<file path="config.mk">
export PLATFORM = sky130hd
export DESIGN_NAME = jtbubl_dwnld_flat
export DESIGN_NICKNAME = d
export VERILOG_FILES = /design/src/rtl/jtbubl_dwnld_if.sv /design/src/rtl/jtbubl_dwnld.sv /design/src/flat_wrapper.sv
export SDC_FILE = /design/constraint.sdc
export NUM_CORES = 1
export LEC_CHECK = 0
export ABC_CLOCK_PERIOD_IN_PS = 4400
export BUFFER_PORTS_ARGS = -buffer_cell sky130_fd_sc_hd__buf_4
export CELL_PAD_IN_SITES_DETAIL_PLACEMENT = 1
export CELL_PAD_IN_SITES_GLOBAL_PLACEMENT = 1
export CORE_MARGIN = 2
export CORE_UTILIZATION = 50
export CTS_BUF_LIST = sky130_fd_sc_hd__clkbuf_4 sky130_fd_sc_hd__clkbuf_8
export DETAILED_ROUTE_END_ITERATION = 6
export PLACE_DENSITY = 0.89
export SLEW_MARGIN = 20
export SYNTH_ARGS = -nofsm -noshare
export SYNTH_HDL_FRONTEND = slang
export SYNTH_SLANG_ARGS = --single-unit
export TNS_END_PERCENT = 5
</file>
<file path="constraint.sdc">
create_clock -name clk -period 4.4 [get_ports clk]
set_input_delay 0.44 -clock clk [delete_from_list [all_inputs] [get_ports clk]]
set_output_delay 0.44 -clock clk [all_outputs]
set_load 0.005 [all_outputs]
</file>
<file path="src/rtl/jtbubl_dwnld_if.sv">
// rtl/jtbubl_dwnld_if.sv - ROM download byte stream and SDRAM/PROM programming bus
interface jtbubl_dwnld_if;
  logic        downloading;
  logic [24:0] ioctl_addr;
  logic [ 7:0] ioctl_data;
  logic        ioctl_wr;
  logic        sdram_ack;
  logic [21:0] prog_addr;
  logic [ 7:0] prog_data;
  logic [ 1:0] prog_mask;
  logic        prog_we;
  logic        prom_we;
  logic        busy;
  logic        overflow;
  logic        tokio;

  modport master (
    output downloading, ioctl_addr, ioctl_data, ioctl_wr, sdram_ack,
    input  prog_addr, prog_data, prog_mask, prog_we, prom_we, busy, overflow, tokio
  );

  modport slave (
    input  downloading, ioctl_addr, ioctl_data, ioctl_wr, sdram_ack,
    output prog_addr, prog_data, prog_mask, prog_we, prom_we, busy, overflow, tokio
  );
endinterface

</file>
<file path="src/rtl/jtbubl_dwnld.sv">
// rtl/jtbubl_dwnld.sv - buffers downloaded ROM bytes and writes them to SDRAM or PROM
module jtbubl_dwnld #(
  parameter logic [24:0] PROM_START = 25'hC_0000,
  parameter int          BUF_DEPTH  = 2
) (
  input  logic          clk,
  input  logic          rstn,
  jtbubl_dwnld_if.slave bus
);
  localparam int AW = $clog2(BUF_DEPTH);

  typedef enum logic [1:0] {IDLE, SDWR, PROMWR} state_t;

  state_t      state;
  logic [32:0] mem [BUF_DEPTH];
  logic [AW:0] wr_ptr, rd_ptr;
  logic        empty, full, pop, push;
  logic [24:0] head_addr, prom_off;
  logic [ 7:0] head_data;

  // Pointers carry one extra wrap bit so full and empty differ only in the MSB.
  assign empty     = wr_ptr == rd_ptr;
  assign full      = (wr_ptr[AW] != rd_ptr[AW]) && (wr_ptr[AW-1:0] == rd_ptr[AW-1:0]);
  assign pop       = (state == IDLE) && !empty;
  assign push      = bus.ioctl_wr && (!full || pop);
  assign head_addr = mem[rd_ptr[AW-1:0]][32:8];
  assign head_data = mem[rd_ptr[AW-1:0]][7:0];
  assign prom_off  = head_addr - PROM_START;
  assign bus.busy  = bus.downloading || !empty || (state != IDLE);

  always_ff @(posedge clk) begin
    if (rstn && push) mem[wr_ptr[AW-1:0]] <= {bus.ioctl_addr, bus.ioctl_data};
  end

  always_ff @(posedge clk) begin
    if (!rstn) begin
      state         <= IDLE;
      wr_ptr        <= '0;
      rd_ptr        <= '0;
      bus.prog_we   <= 1'b0;
      bus.prom_we   <= 1'b0;
      bus.prog_addr <= '0;
      bus.prog_data <= '0;
      bus.prog_mask <= 2'b11;
      bus.overflow  <= 1'b0;
      bus.tokio     <= 1'b0;
    end else begin
      if (push) wr_ptr <= wr_ptr + 1'b1;
      if (pop)  rd_ptr <= rd_ptr + 1'b1;
      if (bus.ioctl_wr && full && !pop) bus.overflow <= 1'b1;
      if (bus.ioctl_wr && bus.ioctl_addr == 25'd0) bus.tokio <= (bus.ioctl_data == 8'h7E);

      case (state)
        IDLE: begin
          if (pop) begin
            bus.prog_data <= head_data;
            if (head_addr < PROM_START) begin
              state         <= SDWR;
              bus.prog_addr <= head_addr[22:1];
              bus.prog_mask <= head_addr[0] ? 2'b01 : 2'b10;
              bus.prog_we   <= 1'b1;
            end else begin
              state         <= PROMWR;
              bus.prog_addr <= {14'd0, prom_off[7:0]};
              bus.prom_we   <= 1'b1;
            end
          end
        end
        SDWR: begin
          if (bus.sdram_ack) begin
            bus.prog_we <= 1'b0;
            state       <= IDLE;
          end
        end
        PROMWR: begin
          bus.prom_we <= 1'b0;
          state       <= IDLE;
        end
        default: state <= IDLE;
      endcase
    end
  end
endmodule

</file>
<file path="src/flat_wrapper.sv">
// flat-port wrapper written by rule: the top's interface ports become plain ports
module jtbubl_dwnld_flat 
#(
  parameter logic [24:0] PROM_START = 25'hC_0000,
  parameter int          BUF_DEPTH  = 2
)
  (clk, rstn, bus_downloading, bus_ioctl_addr, bus_ioctl_data, bus_ioctl_wr, bus_sdram_ack, bus_prog_addr, bus_prog_data, bus_prog_mask, bus_prog_we, bus_prom_we, bus_busy, bus_overflow, bus_tokio);
  jtbubl_dwnld_if bus_i ();
  input  logic clk;
  input  logic rstn;
  input wire logic [$bits(bus_i.downloading)-1:0] bus_downloading;
  input wire logic [$bits(bus_i.ioctl_addr)-1:0] bus_ioctl_addr;
  input wire logic [$bits(bus_i.ioctl_data)-1:0] bus_ioctl_data;
  input wire logic [$bits(bus_i.ioctl_wr)-1:0] bus_ioctl_wr;
  input wire logic [$bits(bus_i.sdram_ack)-1:0] bus_sdram_ack;
  output wire logic [$bits(bus_i.prog_addr)-1:0] bus_prog_addr;
  output wire logic [$bits(bus_i.prog_data)-1:0] bus_prog_data;
  output wire logic [$bits(bus_i.prog_mask)-1:0] bus_prog_mask;
  output wire logic [$bits(bus_i.prog_we)-1:0] bus_prog_we;
  output wire logic [$bits(bus_i.prom_we)-1:0] bus_prom_we;
  output wire logic [$bits(bus_i.busy)-1:0] bus_busy;
  output wire logic [$bits(bus_i.overflow)-1:0] bus_overflow;
  output wire logic [$bits(bus_i.tokio)-1:0] bus_tokio;
  assign bus_i.downloading = bus_downloading;
  assign bus_i.ioctl_addr = bus_ioctl_addr;
  assign bus_i.ioctl_data = bus_ioctl_data;
  assign bus_i.ioctl_wr = bus_ioctl_wr;
  assign bus_i.sdram_ack = bus_sdram_ack;
  assign bus_prog_addr = bus_i.prog_addr;
  assign bus_prog_data = bus_i.prog_data;
  assign bus_prog_mask = bus_i.prog_mask;
  assign bus_prog_we = bus_i.prog_we;
  assign bus_prom_we = bus_i.prom_we;
  assign bus_busy = bus_i.busy;
  assign bus_overflow = bus_i.overflow;
  assign bus_tokio = bus_i.tokio;
  jtbubl_dwnld #(.PROM_START(PROM_START), .BUF_DEPTH(BUF_DEPTH)) u_core (.clk(clk), .rstn(rstn), .bus(bus_i));
endmodule
</file>
## After elaboration in Yosys (flattened, before gate mapping)

Memory sizes are Yosys's and may differ from the RTL's. A register that Yosys moved wholly into a read port is not among the register bits.
Index checks and enable logic that the tools add are counted.
Widths: inputs -> output; s select.

| operators by class | value |
|---|---|
| reductions and logical operators | 23 |
| div/mod/pow operators | 0 |
| shift-type cells | 0 |
| $mul | 0 |
| $add $sub $neg | 3 |
| mux-type cells | 17 |
| eq/ne operators | 10 |
| bitwise operators | 0 |
| magnitude comparators | 1 |

Operators by type and width:

| operator | number |
|---|---|
| $logic_not 25->1 | 1 |
| $lt 25x20->1 const B | 1 |
| $mux 22 | 1 |
| $mux 1 | 9 |
| $eq 8x7->1 const B | 1 |
| $mux 2 | 4 |
| $sub 8x1->8 const B | 1 |
| $logic_and 1x1->1 | 7 |
| $ne 2x2->1 const B | 3 |
| $reduce_and 3->1 | 2 |
| $reduce_bool 2->1 | 3 |
| $add 2x1->2 const B | 2 |
| $pmux 1 s2 | 2 |
| $pmux 2 s2 | 1 |
| $reduce_and 2->1 | 2 |
| $reduce_and 4->1 | 1 |
| $logic_not 1->1 | 3 |
| $logic_or 1x1->1 | 3 |
| $eq 2x1->1 const B | 1 |
| $eq 2x2->1 | 1 |
| $eq 2x2->1 const B | 1 |
| $logic_not 2->1 | 1 |
| $ne 2x1->1 const B | 1 |
| $eq 1x1->1 | 1 |
| $ne 1x1->1 | 1 |

| word-level totals | value |
|---|---|
| output and inout bits | 37 |
| latch bits | 0 |
| bits of input ports | 38 |
| register bits | 42 |
| bits in writable memories | 66 |
| word-level logic and storage cells | 65 |
| memories | 1 |
| bits in read-only memories | 0 |

Memory list:

| name | words | bits a word | rd ports | clocked after Yosys merged registers in | wr ports | RTL line | RTL |
|---|---|---|---|---|---|---|---|
| u_core.mem | 2 | 33 | 1 | 1 | 1 | jtbubl_dwnld.sv:15 | `logic [32:0] mem [BUF_DEPTH];` |

## Logic depth before layout (Yosys ltp)

| logic depth | value |
|---|---|
| word-level depth | 8 |
| gate-level depth with buffers | 7 |
| gate-level depth less buffers | 4 |

## Worst setup path after synthesis

No wires, ideal clock.

| path | value |
|---|---|
| path type | reg2reg |
| start point | reg u_core.wr_ptr[1] |
| end point | mem u_core.mem[0][0] (enable) |
| stages on the path, launching flop included | 6 |
| period minus slack after synthesis | 2.958 ns |
| buffers on the path | 1 |
| required time | 3.977 ns |
| arrival | 2.535 ns |
| slack | 1.442 ns |
| setup time | 0.423 ns |
| cell sequence | dfxtp_1 xnor2_1 clkbuf_1 o31a_1 nand2_1 nor2_1 |

| on the way | value |
|---|---|
| word-level cells in the longest chain between the ends | 8 |
| elaborated cells on any way between the ends | 11 |
| those cells by class | eq/ne (2); mux (2); reduce/logical (7) |

RTL lines:

| what | RTL line | RTL |
|---|---|---|
| start, declared | jtbubl_dwnld.sv:16 | `logic [AW:0] wr_ptr, rd_ptr;` |
| start signal, assigned | jtbubl_dwnld.sv:48 | `if (push) wr_ptr <= wr_ptr + 1'b1;` |
| $eq 2x2->1 / $ne 1x1->1 (equally long branches) | jtbubl_dwnld.sv:22, jtbubl_dwnld.sv:23 |  |
| $logic_not 1->1 / $logic_and 1x1->1 (equally long branches) | jtbubl_dwnld.sv:24, jtbubl_dwnld.sv:23 |  |
| $logic_and 1x1->1 / $logic_not 1->1 (equally long branches) | jtbubl_dwnld.sv:24, jtbubl_dwnld.sv:25 |  |
| $logic_or 1x1->1 (*) | jtbubl_dwnld.sv:25 | `assign push = bus.ioctl_wr && (!full \|\| pop);` |
| $logic_and 1x1->1 (*) | jtbubl_dwnld.sv:25 |  |
| $logic_and 1x1->1 (*) | jtbubl_dwnld.sv:32 | `if (rstn && push) mem[wr_ptr[AW-1:0]] <= {bus.ioctl_addr, bus.ioctl_data};` |
| $mux 1 (*) | jtbubl_dwnld.sv:32 |  |
| $mux 1 (implied by the code) (*) | jtbubl_dwnld.sv:32 |  |
| end, declared | jtbubl_dwnld.sv:15 |  |

Mark *: on every way between the ends. The rest lies on a longest branch, timed or not.

==> impl_metrics.yaml <==
clock_tree:
  cts-hold-fix-buffers: 0
  post_cts_resized: 0
  clockBufferDepth: 2
  clk-insertion-delay-late_ns: 0.38
  clk_pin_slew_ns: 0.11
  cts_buffers: 9
  numClockSinks: 109
  cts_tree: "yes"
  cts_root_buf: "clkbuf_8"
  cts_max_level: 3
  post-cts-setup-buffer-count: 0
power:
  p_seq_frac: 0.487
  p_sw_uw: 888
  p_comb_frac: 0.288
  finalPower_uw: 2630
  p_int_uw: 1740
  p_leak_uw: 0.00179
  powerDensity_mw_per_mm2: 526
  clkPwrFrac: 0.225
  vdd_drop_max_uv: 231
  p_sw_frac: 0.337
route:
  vias: 2881
  avgRoutedWirePerCell_um: 20.5
  drtAntennaViolNets: 0
  avgViaCountPerCell: 5.81
  drt_iter0_markers: 141
  drt_wl_total_um: 10200
  firstDrtPassIters: 4
  remaining_drc_errors: 0
placed_design:
  port_buffers: 74
  place_inst: 480
  place_ws_ns: 2.04
  gp_congestion: 0.797
  dp_hpwl_um: 6970
layout:
  nFillCells: 805
  layout.nets: 424
  antenna_cells: 0
  multi_input_area_mm2: 0.00122
  regArea_mm2: 0.00284
  syn_to_final_growth_pct: 20.0
  layout-drive-gt1-share: 0.304
  instances_no_fill: 496
  final_util: 0.616
setup_path:
  path_max_fanout: 21
  worstPathRequired_ns: 4.67
  critPathKind: "reg2reg"
  cp.arrival_ns: 2.71
  start_kind: "flip-flop"
  endpoint_kind: "flip-flop"
floorplan:
  num_rows: 33
  initial_core_util: 0.513
  die-width_um: 95.4
  die_h_um: 95.4
  coreArea_mm2: 0.00813
  dieArea_mm2: 0.00909
  ios: 75
synthesis:
  synth_top_family_by_area: "simple AND/OR/NAND/NOR gates"
  synth_area_mm2: 0.00417
  synthesis.nets: 354
  yosys.area_share.simple: 0.115
  yosysSeqAreaShare: 0.681
  synth_cell_types: 47
  async_reset_ff_frac: 0
  ys_warn_count: 0
  synth_top_flop_cell: "edfxtp_1"
  avgSynthCellArea_um2: 13.2
  ys_seq_elements: 109
  synth_fa_ha_area_frac: 0
  synthCells: 316
  synth.area.mux_share: 0.0713
  synth-xor-area-share: 0.0144
  synth_edf_count: 66
  synth_compound_area_frac: 0.0917
timing:
  tightestPinTransition_ns: 1.02
  rsz0062_at_grt: "false"
  min_period_ns: 2.44
  worst_slack_ns: 1.96
  fin_crit_sh: 0.555
  hold_viol_final: 0
  fin_skew_ns: 0.0120
  setup_viol: 0
  relSlewSlack: 0.319
  timing.setup.tns_ns: 0
  slew_viol_final: 0
  clock.fmax_mhz: 410
global_routing:
  grt_pass1_vias: 2918
  grt_pass1_wl_um: 15800
  grtUsageTotal: 0.241
  grt_overflow: 0
  grt_max_degree: 34
  antenna_found_initial: 0
worst_hold_path:
  min_path_type: "in2reg"
outcome:
  outcome: "finished, final reports clean"
job:
  cap_violations: 0
==> critical path, cell delays in order, from the launching register on <==
cell      delay [ns]
edfxtp_1        0.38
or4b_1          0.58
o22ai_2         0.82
nand3_2         0.21
a211o_1         0.34
==> power by group through the flow <==
| stage | sequential [uW] | combinational (uW) | clock (uW) |
|---|---|---|---|
| after floorplan | 1290 | 472 | 0 |
| after global placement | 1300 | 720 | 0 |
| after detailed placement | 1310 | 757 | 0 |
| after CTS | 1280 | 762 | 600 |
| after global routing | 1290 | 838 | 637 |
| final | 1280 | 758 | 592 |
==> placed cells by master (no fill, tap or decap), drive strengths merged, types with 13 or more instances in the layout <==
cell type,count
a21oi,18
buf,80
dfxtp,43
edfxtp,66
mux2,14
mux2i,14
nand2,17
nand3,24
nand4,13
nor2,18
==> kinds of logic after synthesis <==
logic type / after synthesis
mux: 28
simple gates: 91
xor+xnor: 6
compound gates: 56
buf+inv: 26
flops: 109
==> area by class of cell <==
cell class	instances	share of cell area
clock buffer	10	0.0275
clock inverter	6	0.0112
inverter	5	0.00375
multi-input combinational	181	0.244
sequential	109	0.568
tap	105	0.0262
timing repair buffer	80	0.120
==> per-layer routing <==
| layer | wire (um) | GRT usage | vias to the layer above |
|---|---|---|---|
| met5 | 0 | 0 | - |
| met4 | 303 | 0.122 | 0 |
| met3 | 551 | 0.0332 | 22 |
| met2 | 5220 | 0.408 | 96 |
| met1 | 4110 | 0.301 | 1415 |
| li1 | - | - | 1348 |
==> per-stage QoR <==
step	hold slack, ns	instance area [um^2]
2_1_floorplan	0.448	4170
3_5_place_dp	0.456	4810
4_1_cts	0.234	5010
3_3_place_gp	0.460	4810
5_1_grt	0.232	5010
6_report	0.239	5010
==> Yosys cell counts (2+ instances only) <==
master	instances	area, um^2
xnor2_1	3	26.3
o211ai_1	4	30.0
a2111oi_0	5	43.8
and3_1	4	25.0
a21oi_1	17	85.1
nand3_1	23	115
edfxtp_1	66	1980
a211oi_1	10	75.1
nand4b_1	2	17.5
dfxtp_1	43	861
nand4_1	13	81.3
clkbuf_1	13	48.8
mux2_2	14	158
buf_2	5	25.0
nor3_1	2	10.0
o21ai_0	6	30.0
inv_1	4	15.0
nand2_1	17	63.8
a31oi_1	2	12.5
mux2i_1	14	140
xor2_1	2	17.5
nor2_1	18	67.6
nor4_1	5	31.3
==> sequential cells by signal, summed over array words and instances (netlist names), named ones only <==
name / cells
u_core.mem: 66
u_core.bus.prog_addr: 22
u_core.bus.prog_data: 8
u_core.bus.prog_mask: 2
u_core.rd_ptr: 2
u_core.state: 2
u_core.wr_ptr: 2
u_core.bus.overflow: 1
u_core.bus.prog_we: 1
u_core.bus.prom_we: 1
u_core.bus.tokio: 1
==> final timing paths <==
| path | startpoint | end | slack, ns | depth (start not counted) |
|---|---|---|---|---|
| setup / recovery | u_core.mem[1][29]$_DFFE_PP_ | u_core.bus.prog_mask[1]$_SDFFE_PN1P_ | 1.96 | 4 |
| hold reg to reg | u_core.bus.prog_addr[15]$_SDFFE_PN0P_ | u_core.bus.prog_addr[15]$_SDFFE_PN0P_ | 0.47 | 2 |
| setup reg to reg | u_core.mem[1][29]$_DFFE_PP_ | u_core.bus.prog_mask[1]$_SDFFE_PN1P_ | 1.96 | 4 |
| hold / removal | bus_ioctl_data[0] | u_core.mem[0][0]$_DFFE_PP_ | 0.24 | 1 |
(Power assumes the default switching activity.)
